`config.mk`:
```
export PLATFORM = sky130hd
export DESIGN_NAME = uart_tx_serializer
export DESIGN_NICKNAME = d
export VERILOG_FILES = /design/src/rtl/uart_tx_serializer.sv
export SDC_FILE = /design/constraint.sdc
export NUM_CORES = 1
export LEC_CHECK = 0
export ABC_AREA = 1
export BUFFER_PORTS_ARGS = -buffer_cell sky130_fd_sc_hd__buf_4
export CAP_MARGIN = 20
export CORE_ASPECT_RATIO = 1.2
export CORE_MARGIN = 5
export CORE_UTILIZATION = 35
export DETAILED_ROUTE_END_ITERATION = 7
export GPL_TIMING_DRIVEN = 1
export PLACE_DENSITY_LB_ADDON = 0.12
export SYNTH_ARGS = -nofsm -noshare
export SYNTH_HDL_FRONTEND = slang
export SYNTH_SLANG_ARGS = --single-unit
```
`constraint.sdc`:
```
create_clock -name CLK -period 1.4 [get_ports CLK]
set_input_delay 0.28 -clock CLK [delete_from_list [all_inputs] [get_ports CLK]]
set_output_delay 0.28 -clock CLK [all_outputs]
set_load 0.01 [all_outputs]
```
`src/rtl/uart_tx_serializer.sv`:
```
// UART transmit serializer: takes one character per valid/ready handshake and
// shifts out start, 5-8 data bits LSB first, optional parity and 1/1.5/2 stop bits.
module uart_tx_serializer #(
  parameter int DATA_W     = 8,
  parameter int OVERSAMPLE = 16
) (
  input  logic              CLK,
  input  logic              RST,
  input  logic              BAUD_TICK,
  input  logic [DATA_W-1:0] TX_DATA,
  input  logic              TX_VALID,
  output logic              TX_READY,
  input  logic [1:0]        WLS,
  input  logic              PEN,
  input  logic              EPS,
  input  logic              STB,
  output logic              TXD,
  output logic              BUSY,
  output logic [2:0]        STATE
);

  localparam int TCW = (OVERSAMPLE > 2) ? $clog2(OVERSAMPLE) : 1;
  localparam int BCW = $clog2(DATA_W);
  localparam logic [TCW-1:0] TICK_FULL = TCW'(OVERSAMPLE - 1);
  localparam logic [TCW-1:0] TICK_HALF = TCW'(OVERSAMPLE / 2 - 1);

  localparam logic [2:0] S_IDLE   = 3'd0;
  localparam logic [2:0] S_START  = 3'd1;
  localparam logic [2:0] S_DATA   = 3'd2;
  localparam logic [2:0] S_PARITY = 3'd3;
  localparam logic [2:0] S_STOP   = 3'd4;

  logic [2:0]        r_state;
  logic              r_txd;
  logic              r_busy;
  logic [TCW-1:0]    r_tick;
  logic [BCW-1:0]    r_bit_cnt;
  logic [DATA_W-1:0] r_data;
  logic [1:0]        r_wls;
  logic              r_pen;
  logic              r_eps;
  logic              r_stb;

  logic              w_accept;
  logic              w_half_stop;
  logic              w_bit_end;
  logic [TCW-1:0]    w_tick_limit;
  logic [BCW-1:0]    w_last_idx;
  logic [BCW-1:0]    w_next_idx;

  // Bits above the active word length are masked out before the XOR.
  function automatic logic parity_bit(input logic [DATA_W-1:0] d,
                                      input logic [1:0]        wls,
                                      input logic              eps);
    logic [DATA_W-1:0] mask;
    mask = {DATA_W{1'b1}} >> (2'd3 - wls);
    return (^(d & mask)) ^ ~eps;
  endfunction

  assign TX_READY     = (r_state == S_IDLE);
  assign w_accept     = TX_VALID & TX_READY;
  assign w_last_idx   = BCW'(4) + BCW'(r_wls);
  assign w_next_idx   = r_bit_cnt + BCW'(1);
  // Second stop bit of a 5-bit word is only half a bit period (1.5 stop bits).
  assign w_half_stop  = (r_state == S_STOP) && (r_bit_cnt == BCW'(1)) && (r_wls == 2'd0);
  assign w_tick_limit = w_half_stop ? TICK_HALF : TICK_FULL;
  assign w_bit_end    = BAUD_TICK && (r_tick == w_tick_limit);

  always_ff @(posedge CLK) begin
    if (w_accept) begin
      r_data <= TX_DATA;
      r_wls  <= WLS;
      r_pen  <= PEN;
      r_eps  <= EPS;
      r_stb  <= STB;
    end
  end

  always_ff @(posedge CLK) begin
    if (RST) begin
      r_state   <= S_IDLE;
      r_txd     <= 1'b1;
      r_busy    <= 1'b0;
      r_tick    <= '0;
      r_bit_cnt <= '0;
    end else if (r_state == S_IDLE) begin
      if (TX_VALID) begin
        r_state   <= S_START;
        r_txd     <= 1'b0;
        r_busy    <= 1'b1;
        r_tick    <= '0;
        r_bit_cnt <= '0;
      end
    end else if (BAUD_TICK) begin
      if (!w_bit_end) begin
        r_tick <= r_tick + TCW'(1);
      end else begin
        r_tick <= '0;
        case (r_state)
          S_START: begin
            r_state   <= S_DATA;
            r_txd     <= r_data[0];
            r_bit_cnt <= '0;
          end
          S_DATA: begin
            if (r_bit_cnt != w_last_idx) begin
              r_bit_cnt <= w_next_idx;
              r_txd     <= r_data[w_next_idx];
            end else begin
              r_bit_cnt <= '0;
              if (r_pen) begin
                r_state <= S_PARITY;
                r_txd   <= parity_bit(r_data, r_wls, r_eps);
              end else begin
                r_state <= S_STOP;
                r_txd   <= 1'b1;
              end
            end
          end
          S_PARITY: begin
            r_state <= S_STOP;
            r_txd   <= 1'b1;
          end
          S_STOP: begin
            r_txd <= 1'b1;
            if ((r_bit_cnt == '0) && r_stb) begin
              r_bit_cnt <= BCW'(1);
            end else begin
              r_state   <= S_IDLE;
              r_busy    <= 1'b0;
              r_bit_cnt <= '0;
            end
          end
          default: begin
            r_state   <= S_IDLE;
            r_txd     <= 1'b1;
            r_busy    <= 1'b0;
            r_bit_cnt <= '0;
          end
        endcase
      end
    end
  end

  assign TXD   = r_txd;
  assign BUSY  = r_busy;
  assign STATE = r_state;

endmodule

```
==> results, run 1 <==
- The flow ran to the end, but the final reports show violations.
- The checks that failed: setup timing.
- The kind of cell with the highest combined delay on the critical path is simple AND/OR/NAND/NOR gates.
- The total I/O pin count is 23.
- The total of warnings raised by yosys is 0.
- The number of global-route vias before repair was 1203.
- The area overhead of the layout relative to synthesis is 38.9%.
- The count of endpoints failing hold in the final timing report is 0.
- Once placement finished, the instance area stood at 1790 um2.
- The placement row count is 25.
- For this design, the slowest cell found on the critical path is sky130_fd_sc_hd__dfxtp_4.
- The number of buffers added to fix hold violations after cts is 0.
- The post-route DRC violation count is 0.
- For this block, the routed nets add up to 3090 um of wire.
- Setup repair after global routing could not meet its margin everywhere.
- The antenna cell count is 0.
- The total number of H-tree levels is 1.
- The final worst setup slack is -0.104 ns.
- Entering global routing, the biggest net connects 14 pins.
- The cell at the root of the clock tree is sky130_fd_sc_hd__clkbuf_8.
- With fillers left out, the area of the finished cells amounts to 2000 um2.
- STA classifies the critical path startpoint as a register.
- The initial standard-cell utilization of the core is 36.3%.
- After legalization and detailed placement, the total HPWL measured 2480 um.
- The final layout net count is 248.
- The required arrival time at the worst endpoint is 1.57 ns.
- The headroom to the max-slew limit is 79.5%.
- The synthesized netlist occupies a cell area of 1440 um2.
- In this run the worst path has a maximum fanout of 6.
- The fraction of final layout cells with drive strength greater than 1 is 38.1%.
- Measured along the x axis, the die boundary spans 68.6 um.
- Input and output buffers added on the ports amount to 22.
- In this design, the stage delay of the slowest critical-path cell is 0.37 ns.
- The total power draw is 3.77 mW.
- Final hold analysis gives a worst-case slack of 0.182 ns.
- Data arrives at the worst endpoint at 1.67 ns.
- The die height is 80.3 um.
- For this design the ratio of total power to cell area is 1890 nW/um2.
- After detailed routing, the average wire length per cell comes to 11.0 um.
- The CTS tree is yes.
- VDD sags by at most 0.623 mV.
- The count of nets left with antenna violations after detail routing is 0.
- In the global route stage, overall resource usage came out at 12.5%.
- The mean post-synth cell area is 7.78 um2.
- The overall die area is 5500 um2.
- The most common cell after layout, fill and taps aside is sky130_fd_sc_hd__nand2_1.
- The count of maximum capacitance violations is 0.
- Using the TritonRoute via totals, the vias-per-cell ratio works out to 4.71.
- The worst min-delay path class is primary input to register.
- The number of buffers created by CTS is 3.
- Based on the critical path, the design can be clocked at up to 0.665 GHz.
- The static leakage is 0.874 nW.
- The wire length of the first global-routing pass is 5250 um.
- The standard cell core area is 3970 um2.
- The number of flip-flops and latches in the synthesized netlist is 25.
- After clock tree synthesis, the clock-pin slew on the worst setup and hold paths is 0.09 ns.
- The proportion of netlist area held by the largest area contributor is 27.1%.
- The total overflow reported by the global router is 0.
- The synthesized instance count is 185.
- When the netlist entered floorplanning its net count stood at 206.
- The routed layout has 1318 vias.
- The final max-slew violation count is 0.
- Between clock sinks in the finished design, the worst skew comes to 0.00727 ns.
- The final RePlAce weighted congestion is 0.805.
- The dominant cell type by area after synthesis is sky130_fd_sc_hd__edfxtp_1.
- The count of clock tree sinks is 25.
- Leaving out fill and tap cells, the most frequent cells in the layout are sky130_fd_sc_hd__nand2_1 (46), sky130_fd_sc_hd__buf_4 (35), sky130_fd_sc_hd__inv_1 (22).
- The pre-antenna-repair detailed-routing pass consisted of 4 iterations.
- Counting the fill cells in the layout gives 411.
- In this design, the critical path's most frequently occurring cell is sky130_fd_sc_hd__nand2_1.
- The synthesized netlist contains 28 unique library cells.
- The transition time of the tightest slew-check pin is 0.307 ns.
- The minimum clock period is 1.50 ns.
- The sequential share of the synthesized area is 43.8%.
- The buffering stage count on the worst path with inverters included is 1.
- The DRC violation total after the first TritonRoute iteration is 48.
- The number of antenna violations at the first check in global routing is 0.
- The critical path goes through inv_4, ha_4, nand2_4, nor2_4, nand2_1, nand2_1, nand3_1, nand2_2, nand3_4, a31oi_4, nor2_1.
- Setup violations remaining at the end of the flow were counted as 8.
- The later pin in the worst-skew pair is clocked with a latency of 0.27 ns.
- The final worst-path cycle share is 107%.
- The maximum root-to-sink buffer count is 2.
- The capturing element type of the critical path is a register.
- The worst setup path is of the register to register kind.
- By area the synthesized netlist is led by sky130_fd_sc_hd__edfxtp_1 (27%), sky130_fd_sc_hd__dfxtp_1 (17%), sky130_fd_sc_hd__nand2_1 (13%).
[synthesized netlist by cell type]
cell type                  count
sky130_fd_sc_hd__xnor2_1       2
sky130_fd_sc_hd__nor2_1       12
sky130_fd_sc_hd__xor2_1        2
sky130_fd_sc_hd__ha_1          4
sky130_fd_sc_hd__nor3_1        1
sky130_fd_sc_hd__a21oi_4       1
sky130_fd_sc_hd__edfxtp_1     13
sky130_fd_sc_hd__buf_1         1
sky130_fd_sc_hd__inv_4         1
sky130_fd_sc_hd__nand3b_1      1
sky130_fd_sc_hd__nand2_4       5
sky130_fd_sc_hd__nand2_1      50
sky130_fd_sc_hd__nand3_2       1
sky130_fd_sc_hd__a21oi_2       2
sky130_fd_sc_hd__nand2_2       2
sky130_fd_sc_hd__o21ai_0       9
sky130_fd_sc_hd__nand4_1       1
sky130_fd_sc_hd__nor2_2        1
sky130_fd_sc_hd__o21ai_1       1
sky130_fd_sc_hd__o211ai_2      1
sky130_fd_sc_hd__nand3_1      16
sky130_fd_sc_hd__or2_1         1
sky130_fd_sc_hd__inv_2         5
sky130_fd_sc_hd__dfxtp_1      12
sky130_fd_sc_hd__a21oi_1      13
sky130_fd_sc_hd__nor2_4        1
sky130_fd_sc_hd__inv_1        25
sky130_fd_sc_hd__a31oi_1       1
[path summary, 6_finish.rpt]
path / start / end / slack (ns) / cells past startpoint
max reg2reg: r_bit_cnt[1]$_SDFFE_PP0P_ / r_bit_cnt[1]$_SDFFE_PP0P_ / -0.10 / 11
min reg2reg: BUSY$_SDFFE_PP0P_ / BUSY$_SDFFE_PP0P_ / 0.47 / 2
max: r_bit_cnt[1]$_SDFFE_PP0P_ / r_bit_cnt[1]$_SDFFE_PP0P_ / -0.10 / 11
min: TX_DATA[7] / r_data[7]$_DFFE_PP_ / 0.18 / 1
[what timing repair did]
| action | CTS | global route |
|---|---|---|
| gates resized for setup | 16 | 18 |
| buffers inserted | 3 | 3 |
| hold endpoints to repair | 0 | 0 |
| pin swaps | 6 | 11 |
| setup endpoints to repair | 11 | 11 |
[power breakdown]
group	leakage (nW)	total (mW)	internal, mW	switching (mW)
combinational	0.626	2.17	1.00	1.17
clock	0.0228	0.425	0.203	0.221
sequential	0.225	1.18	1.00	0.173
[flip-flops by register name (all words and copies together), names as in the netlist]
register / cells
r_stb: 1
r_tick: 4
r_eps: 1
BUSY: 1
r_bit_cnt: 3
r_wls: 2
r_pen: 1
STATE: 3
TXD: 1
r_data: 8
[per-layer routing]
layer	wire (um)	track usage [%]	up-vias	part of all wire, %
met1	1210	13.7	603	39
met2	1680	23.6	32	54
met3	172	2.38	5	5.6
li1	-	-	678	-
met5	0	0	-	0
met4	27	2.98	0	0.87
[stage by stage]
| stage | instances | TNS (ns) | worst slack (ns) | util, % |
|---|---|---|---|---|
| final | 280 | -0.683 | -0.104 | 50.4 |
| after global routing | 280 | -1.58 | -0.213 | 50.4 |
| after CTS | 277 | -0.529 | -0.0891 | 48.5 |
| after detailed placement | 270 | -1.04 | -0.188 | 45.1 |
| after global placement | 270 | -0.914 | -0.192 | 45.1 |
| after floorplan | 185 | -0.00502 | -0.00502 | - |
[logic make-up (layout without fill, tap and decap cells)]
group	after synthesis	count (layout)	synth area share, %
XOR/XNOR	4	4	2.43
AND/OR/NAND/NOR	92	92	30.1
flip-flops	25	25	43.8
adder cells (fa/ha/maj)	4	4	3.48
buffers and inverters	32	73	8.51
AO/OA/AOI/OAI	28	28	11.6
[area by class of cell]
type | count | area [um2] | area share [%]
Multi-Input combinational cell | 128 | 803 | 40.2
Sequential cell | 25 | 641 | 32.0
Timing Repair Buffer | 38 | 314 | 15.7
Inverter | 31 | 130 | 6.50
Tap cell | 54 | 67.6 | 3.38
Clock buffer | 4 | 45.0 | 2.25
Power figures use the tool's default switching activity.
==> run 2, diff against run 1 <==
Settings changed: CELL_PAD_IN_SITES_DETAIL_PLACEMENT set to 1, CELL_PAD_IN_SITES_GLOBAL_PLACEMENT set to 2, CORE_UTILIZATION 35 to 29.
==> run 2 against run 1 <==
Compared with the run above: the run still ends with setup timing left; combinational power grew 6%; clock-buffer cell count fell by 1; worst setup slack gained 0.0071 ns; clock skew hardly changed; critical path type unchanged; critical endpoint is now TXD$_SDFFE_PP1P_; largest power group unchanged.
==> results, run 2 (same netlist as run 1, synthesis figures left out) <==
- The run finished, with violations left.
- The final reports fail on setup timing.
- The destination of the worst hold path is r_eps$_DFFE_PP_.
- The most flop-heavy register is r_data.
- The maximum root-to-sink buffer count is 2 (unchanged).
- The final-layout fill cell count is 590 (+44%).
- The total negative slack for setup checks is -0.657 ns (+0.0270 ns).
- The utilization after layout is 42.8% (-7.6 points).
- The initial standard-cell utilization of the core is 29.6% (-6.7 points).
- The most common cell after layout, fill and taps aside is sky130_fd_sc_hd__buf_4.
- The capturing element type of the critical path is a register.
- The fraction of final layout cells with drive strength greater than 1 is 45.7% (+7.7 points).
- The combined global-route utilization of all metal layers is 12.8% (+0.37 points).
- The final worst-path cycle share is 107% (-0.51 points).
- The final max-slew violation count was 0 (unchanged).
- The clock-pin slew on the worst setup and hold paths was 0.09 ns (about the same).
- CTS placed an instance of sky130_fd_sc_hd__clkbuf_8 at the clock tree root.
- The worst reg-to-reg setup slack is -0.1 ns (about the same).
- The count of buffers inserted at the top-level ports is 22 (unchanged).
- The worst reg2reg path depth is 10 (-1).
- The headroom to the max-slew limit is 79.3% (-0.14 points).
- The worst-case vdd ir drop is 0.862 mV (+38%).
- The average wire length per cell after detail routing is 13.1 um (+19%).
- The number of flip-flops in the largest register is 8 (unchanged).
- The number of buffers added to fix hold violations after cts is 0 (unchanged).
- The total detailed-routing wirelength is 3850 um (+25%).
- The total number of H-tree levels was 1 (unchanged).
- The worst clock skew on the final layout is 0.00679 ns (-0.000476 ns).
- Setup repair after global routing could not meet its margin everywhere.
- The kind of critical path is register to register.
- The final layout net count is 256 (+3.2%).
- The number of setup violations in the final report came to 8 (unchanged).
- The maximum achievable frequency is 0.668 GHz (+0.48%).
- The required arrival time at the worst endpoint is 1.57 ns (about the same).
- The count of endpoints failing hold in the final timing report is 0 (unchanged).
- The number of antenna violations at the first check in global routing is 0 (unchanged).
- The transition time of the tightest slew-check pin is 0.309 ns (+0.00203 ns).
- The final RePlAce weighted congestion came to 0.798 (-0.89%).
- The static leakage came to 0.914 nW (+4.6%).
- TritonCTS built the clock tree.
- The total power draw is 3.88 mW (+2.9%).
- The number of buffers created by CTS is 3 (unchanged).
- The number of stages on the worst hold path is 1 (unchanged).
- The via total after detailed routing is 1348 (+2.3%).
- The minimum clock period is 1.50 ns (-0.00715 ns).
- The total I/O pin count is 23 (unchanged).
- In the final layout, the registers with the most flip-flops are r_data x8, r_tick x4.
- The beginning of the worst register-to-register path is r_bit_cnt[0]$_SDFFE_PP0P_.
- The post-route DRC violation count was 0 (unchanged).
- The highest net fanout along the worst path is 5 (-1).
- The worst setup path is launched from a register.
- The count of maximum capacitance violations is 0 (unchanged).
- The data arrival at the endpoint of the critical path is 1.66 ns (about the same).
- The total half-perimeter wirelength after legalization and detailed placement is 3120 um (+26%).
- The total area of multi-input combinational cells was 832 um2 (+3.6%).
- The count of clock tree sinks was 25 (unchanged).
- The average via count per standard cell is 4.59 (-2.6%).
- The number of global-route vias before repair is 1523 (+27%).
- The total overflow reported by the global router came to 0 (unchanged).
- The area overhead of the layout relative to synthesis is 44.6%.
- The latest clock arrival within the worst-skew pair came to 0.27 ns (about the same).
- The placement row count is 28 (+12%).
- The worst min-delay path class is primary input to register.
- The final worst setup slack is -0.0973 ns (+0.00715 ns).
- The die boundary width is 74.3 um (+8.4%).
- The antenna cell count came to 0 (unchanged).
- The count of nets left with antenna violations after detail routing came to 0 (unchanged).
- The wire length of the first global-routing pass is 6540 um (+25%).
- The reg-to-reg critical path endpoint is TXD$_SDFFE_PP1P_.
- The top cell types in the final layout, fill and taps aside, are sky130_fd_sc_hd__buf_4 (44), sky130_fd_sc_hd__nand2_1 (37), sky130_fd_sc_hd__inv_1 (22).
- The source of the worst hold timing path is EPS.
- The standard cell core area is 4870 um2 (+23%).
- The power density normalized to cell area is 1860 nW/um2 (-1.1%).
- The detailed-routing iteration count for the pre-antenna-repair pass is 4 (unchanged).
- The die height is 87.2 um (+8.6%).
- The DRC violation total after the first TritonRoute iteration came to 25 (-48%).
- The largest net degree at the start of global routing is 15 (+1).
- The area taken by flip-flops and latches is 639 um2 (-0.20%).
- The overall die area is 6480 um2 (+18%).
[run 2: what timing repair did]
item                       CTS  global route
setup endpoints to repair   11            11
resized for setup           27            16
pin swaps                   11            11
setup buffers                7             2
[run 2: metal layers]
layer  routed length [um]  global-route usage (%)  vias to the layer above  share of wire (%)
met5                    0                       0                        -                  0
met1                 1510                    12.9                      638                 39
li1                     -                       -                      691                  -
met3                   78                    2.31                        6                2.0
met2                 2220                    25.3                       13                 58
met4                   50                    4.85                        0                1.3
[run 2: layout make-up]
cell class | instances | area share (%)
Clock inverter | 1 | 0.240
Timing Repair Buffer | 46 | 17.4
Inverter | 31 | 6.13
Multi-Input combinational cell | 128 | 40.0
Sequential cell | 25 | 30.7
Clock buffer | 3 | 1.98
Tap cell | 60 | 3.61
[run 2: report_power, final]
group | internal (mW) | leakage, nW | switching [mW]
logic | 1.04 | 0.664 | 1.26
clock network | 0.199 | 0.0255 | 0.226
registers | 1.00 | 0.225 | 0.163
[run 2: worst max-delay path: stages, from the launching register on]
cell	delay, ns
sky130_fd_sc_hd__dfxtp_4	0.39
sky130_fd_sc_hd__inv_2	0.05
sky130_fd_sc_hd__buf_4	0.15
sky130_fd_sc_hd__a21oi_2	0.17
sky130_fd_sc_hd__o211ai_4	0.15
sky130_fd_sc_hd__nor2_2	0.15
sky130_fd_sc_hd__nand3_2	0.09
sky130_fd_sc_hd__nand2_2	0.08
sky130_fd_sc_hd__nand2_2	0.05
sky130_fd_sc_hd__nand2_1	0.07
sky130_fd_sc_hd__nand2_1	0.04
[run 2: per-stage QoR]
step	hold slack [ns]	cell area (um2)	setup slack, ns	cells
after floorplan	0.379	1460	-0.00502	185
after global placement	0.456	1820	-0.138	281
final	0.180	2080	-0.0973	294
after global routing	0.166	2080	-0.239	294
after detailed placement	0.459	1820	-0.196	281
after CTS	0.173	2020	-0.102	292
[run 2: worst max-delay path by stage]
stage / from / end / slack [ns] / cells past startpoint
6_report: r_bit_cnt[0]$_SDFFE_PP0P_ / TXD$_SDFFE_PP1P_ / -0.1 / 10
5_1_grt: r_wls[0]$_DFFE_PP_ / STATE[1]$_SDFFE_PP0P_ / -0.24 / 11
4_1_cts: r_bit_cnt[1]$_SDFFE_PP0P_ / STATE[2]$_SDFFE_PP0P_ / -0.10 / 13
3_5_place_dp: r_wls[0]$_DFFE_PP_ / r_bit_cnt[1]$_SDFFE_PP0P_ / -0.20 / 10
3_3_place_gp: r_bit_cnt[1]$_SDFFE_PP0P_ / STATE[0]$_SDFFE_PP0P_ / -0.14 / 12
2_1_floorplan: r_bit_cnt[0]$_SDFFE_PP0P_ / TXD$_SDFFE_PP1P_ / -0.005 / 12
==> run 3, diff against run 2 <==
Settings changed: BUFFER_PORTS_ARGS -buffer_cell sky130_fd_sc_hd__buf_4 to -buffer_cell sky130_fd_sc_hd__buf_2, CORE_UTILIZATION 29 to 32, SKIP_CTS_REPAIR_TIMING set to 1.
Clock period 1.4 ns to 1.63 ns, I/O delays scaled along.
==> run 3 against run 2 <==
Compared with the run above: the run now ends clean; sequential power is 16% lower; register-to-register slack better by 0.20 ns; largest power group unchanged; sequential cell count stayed put.
==> results, run 3 (same netlist as run 1, synthesis figures left out) <==
- The worst setup timing slack at the placement stage is -0.0783 ns (+0.118 ns).
- The total detailed-routing wirelength is 3710 um (-3.7%).
- The total power draw was 2.90 mW (-25%).
- The static leakage is 0.797 nW (-13%).
- The count of endpoints failing hold in the final timing report is 0 (unchanged).
- The worst hold path belongs to the class primary input to register.
- The standard cell core area is 4330 um2 (-11%).
- The largest net degree at the start of global routing is 15 (unchanged).
- The setup path with the least slack is of type register to register.
- The capturing element type of the critical path is a register.
- The highest net fanout along the worst path is 7 (+2).
- The placement row count came to 26 (-7.1%).
- The clock-pin slew on the worst setup and hold paths is 0.09 ns (about the same).
- The final RePlAce weighted congestion was 0.789 (-1.1%).
- The cell sitting at the root of the clock tree is a sky130_fd_sc_hd__clkbuf_8.
- The final worst setup slack is 0.101 ns (+0.198 ns).
- The die height came to 83.5 um (-4.2%).
- Leaving out fill and tap cells, the most frequent cells in the layout are sky130_fd_sc_hd__nand2_1 (49), sky130_fd_sc_hd__inv_1 (24), sky130_fd_sc_hd__buf_2 (22).
- The worst-case vdd ir drop is 0.684 mV (-21%).
- The flow ran to the end, and the final reports show no timing, DRC or antenna violations.
- The post-placement cell count came to 268 (-4.6%).
- The via total after detailed routing came to 1311 (-2.7%).
- The die boundary width is 71.2 um (-4.2%).
- The headroom to the max-slew limit was 76.9% (-2.4 points).
- The number of flip-flops in the largest register came to 8 (unchanged).
- The count of clock tree sinks came to 25 (unchanged).
- The data arrival at the endpoint of the critical path is 1.71 ns (+0.05 ns).
- The combined global-route utilization of all metal layers is 13.3% (+0.51 points).
- The DRC violation total after the first TritonRoute iteration is 47 (+88%).
- The transition time of the tightest slew-check pin is 0.345 ns (+0.0363 ns).
- The count of maximum capacitance violations is 0 (unchanged).
- The maximum root-to-sink buffer count is 2 (unchanged).
- The overall die area is 5950 um2 (-8.2%).
- The register with the most flip-flops in the final layout is r_data.
- The number of antenna violations at the first check in global routing is 0 (unchanged).
- The final-layout fill cell count is 544 (-7.8%).
- The antenna cell count came to 0 (unchanged).
- The maximum achievable frequency is 0.654 GHz (-2.1%).
- The worst setup path is launched from a register.
- The final worst-path cycle share is 93.8% (-13 points).
- The total I/O pin count is 23 (unchanged).
- The latest clock arrival within the worst-skew pair is 0.27 ns (about the same).
- TritonCTS built the clock tree.
- The average via count per standard cell came to 4.80 (+4.7%).
- The count of nets left with antenna violations after detail routing is 0 (unchanged).
- The number of buffers created by CTS is 3 (unchanged).
- The wire length of the first global-routing pass came to 6390 um (-2.3%).
- The area growth from synthesis to layout is 23.6%.
- The worst clock skew on the final layout was 0.00360 ns (-0.00319 ns).
- The detailed-routing iteration count for the pre-antenna-repair pass is 4 (unchanged).
- The power density normalized to cell area is 1630 nW/um2 (-13%).
- The final max-slew violation count is 0 (unchanged).
- The number of global-route vias before repair is 1426 (-6.4%).
- Setup repair after global routing could not meet its margin everywhere.
- In the final layout, the registers with the most flip-flops are r_data x8, r_tick x4.
- Leaving out fill and tap cells, the most frequent cell in the layout is sky130_fd_sc_hd__nand2_1.
- The average wire length per cell after detail routing is 13.6 um (+3.8%).
- The total number of H-tree levels was 1 (unchanged).
- The fraction of final layout cells with drive strength greater than 1 came to 28.6% (-17 points).
- The number of standard cells in the final layout excluding fillers was 273 (-7.1%).
- The required arrival time at the worst endpoint was 1.81 ns (+0.24 ns).
- The post-route DRC violation count is 0 (unchanged).
- The initial standard-cell utilization of the core is 33.3% (+3.7 points).
- The total overflow reported by the global router is 0 (unchanged).
- The count of buffers inserted at the top-level ports is 22 (unchanged).
- The final layout net count is 239 (-6.6%).
- The total half-perimeter wirelength after legalization and detailed placement was 3040 um (-2.6%).
- The minimum clock period is 1.53 ns (+0.0320 ns).
- The number of setup violations in the final report is 0 (-8).
[run 3: cell count changes in the layout (fill, tap and decap cells not counted), moves of 3 or more]
cell | before | now
sky130_fd_sc_hd__buf_4 | 44 | 4
sky130_fd_sc_hd__buf_2 | 0 | 22
sky130_fd_sc_hd__nand2_1 | 37 | 49
sky130_fd_sc_hd__nand2_2 | 14 | 3
sky130_fd_sc_hd__nor2_1 | 6 | 10
sky130_fd_sc_hd__nor2_2 | 7 | 3
sky130_fd_sc_hd__nand3_1 | 13 | 16
sky130_fd_sc_hd__nand3_2 | 3 | 0
[run 3: worst max-delay path, stage by stage, from the launching register on]
cell and delay (ns):
sky130_fd_sc_hd__dfxtp_4 0.37, sky130_fd_sc_hd__buf_6 0.13, sky130_fd_sc_hd__ha_2 0.19, sky130_fd_sc_hd__xnor2_2 0.21
sky130_fd_sc_hd__nand3b_1 0.14, sky130_fd_sc_hd__nand3_1 0.07, sky130_fd_sc_hd__nand2_1 0.07, sky130_fd_sc_hd__inv_1 0.04
sky130_fd_sc_hd__nand2_1 0.05, sky130_fd_sc_hd__nand2_1 0.07, sky130_fd_sc_hd__nand2_1 0.07, sky130_fd_sc_hd__nand2_1 0.04
[run 3: layout make-up]
type | instances | area, um2 | share of cell area (%)
clock inverters | 1 | 5.00 | 0.281
flip-flops and latches | 25 | 636 | 35.7
clock buffers | 3 | 41.3 | 2.32
repair buffers | 29 | 183 | 10.3
inverters | 31 | 121 | 6.82
multi-input cells | 128 | 724 | 40.7
well taps | 56 | 70.1 | 3.94
[run 3: worst paths after layout]
| check | start | end | slack (ns) | cells past startpoint |
|---|---|---|---|---|
| worst min register to register | TXD$_SDFFE_PP1P_ | TXD$_SDFFE_PP1P_ | 0.48 | 2 |
| worst max register to register | r_bit_cnt[0]$_SDFFE_PP0P_ | TXD$_SDFFE_PP1P_ | 0.10 | 11 |
| worst max-delay path | r_bit_cnt[0]$_SDFFE_PP0P_ | TXD$_SDFFE_PP1P_ | 0.10 | 11 |
| worst min-delay path | PEN | r_pen$_DFFE_PP_ | 0.22 | 1 |
[run 3: routing by layer]
layer,part of all wire [%],wire (um),track usage [%]
met5,0,0,0
met4,1.5,55,4.62
met3,2.6,98,2.41
met2,54,2000,24.4
met1,42,1560,15.1
[run 3: metrics by stage]
| stage | hold slack (ns) | instance area [um2] | setup TNS [ns] | utilization, % |
|---|---|---|---|---|
| finish | 0.220 | 1780 | 0 | 41.2 |
| global route | 0.198 | 1780 | -0.0265 | 41.2 |
| CTS | 0.210 | 1720 | -0.101 | 39.8 |
| detailed placement | 0.466 | 1670 | -0.0783 | 38.7 |
| global placement | 0.466 | 1670 | -0.0284 | 38.7 |
| floorplan | 0.425 | 1440 | 0 | - |
[run 3: power by group]
part	internal [mW]	switching, mW	total [mW]
Sequential	0.852	0.121	0.973
Combinational	0.620	0.935	1.56
Clock	0.171	0.202	0.373
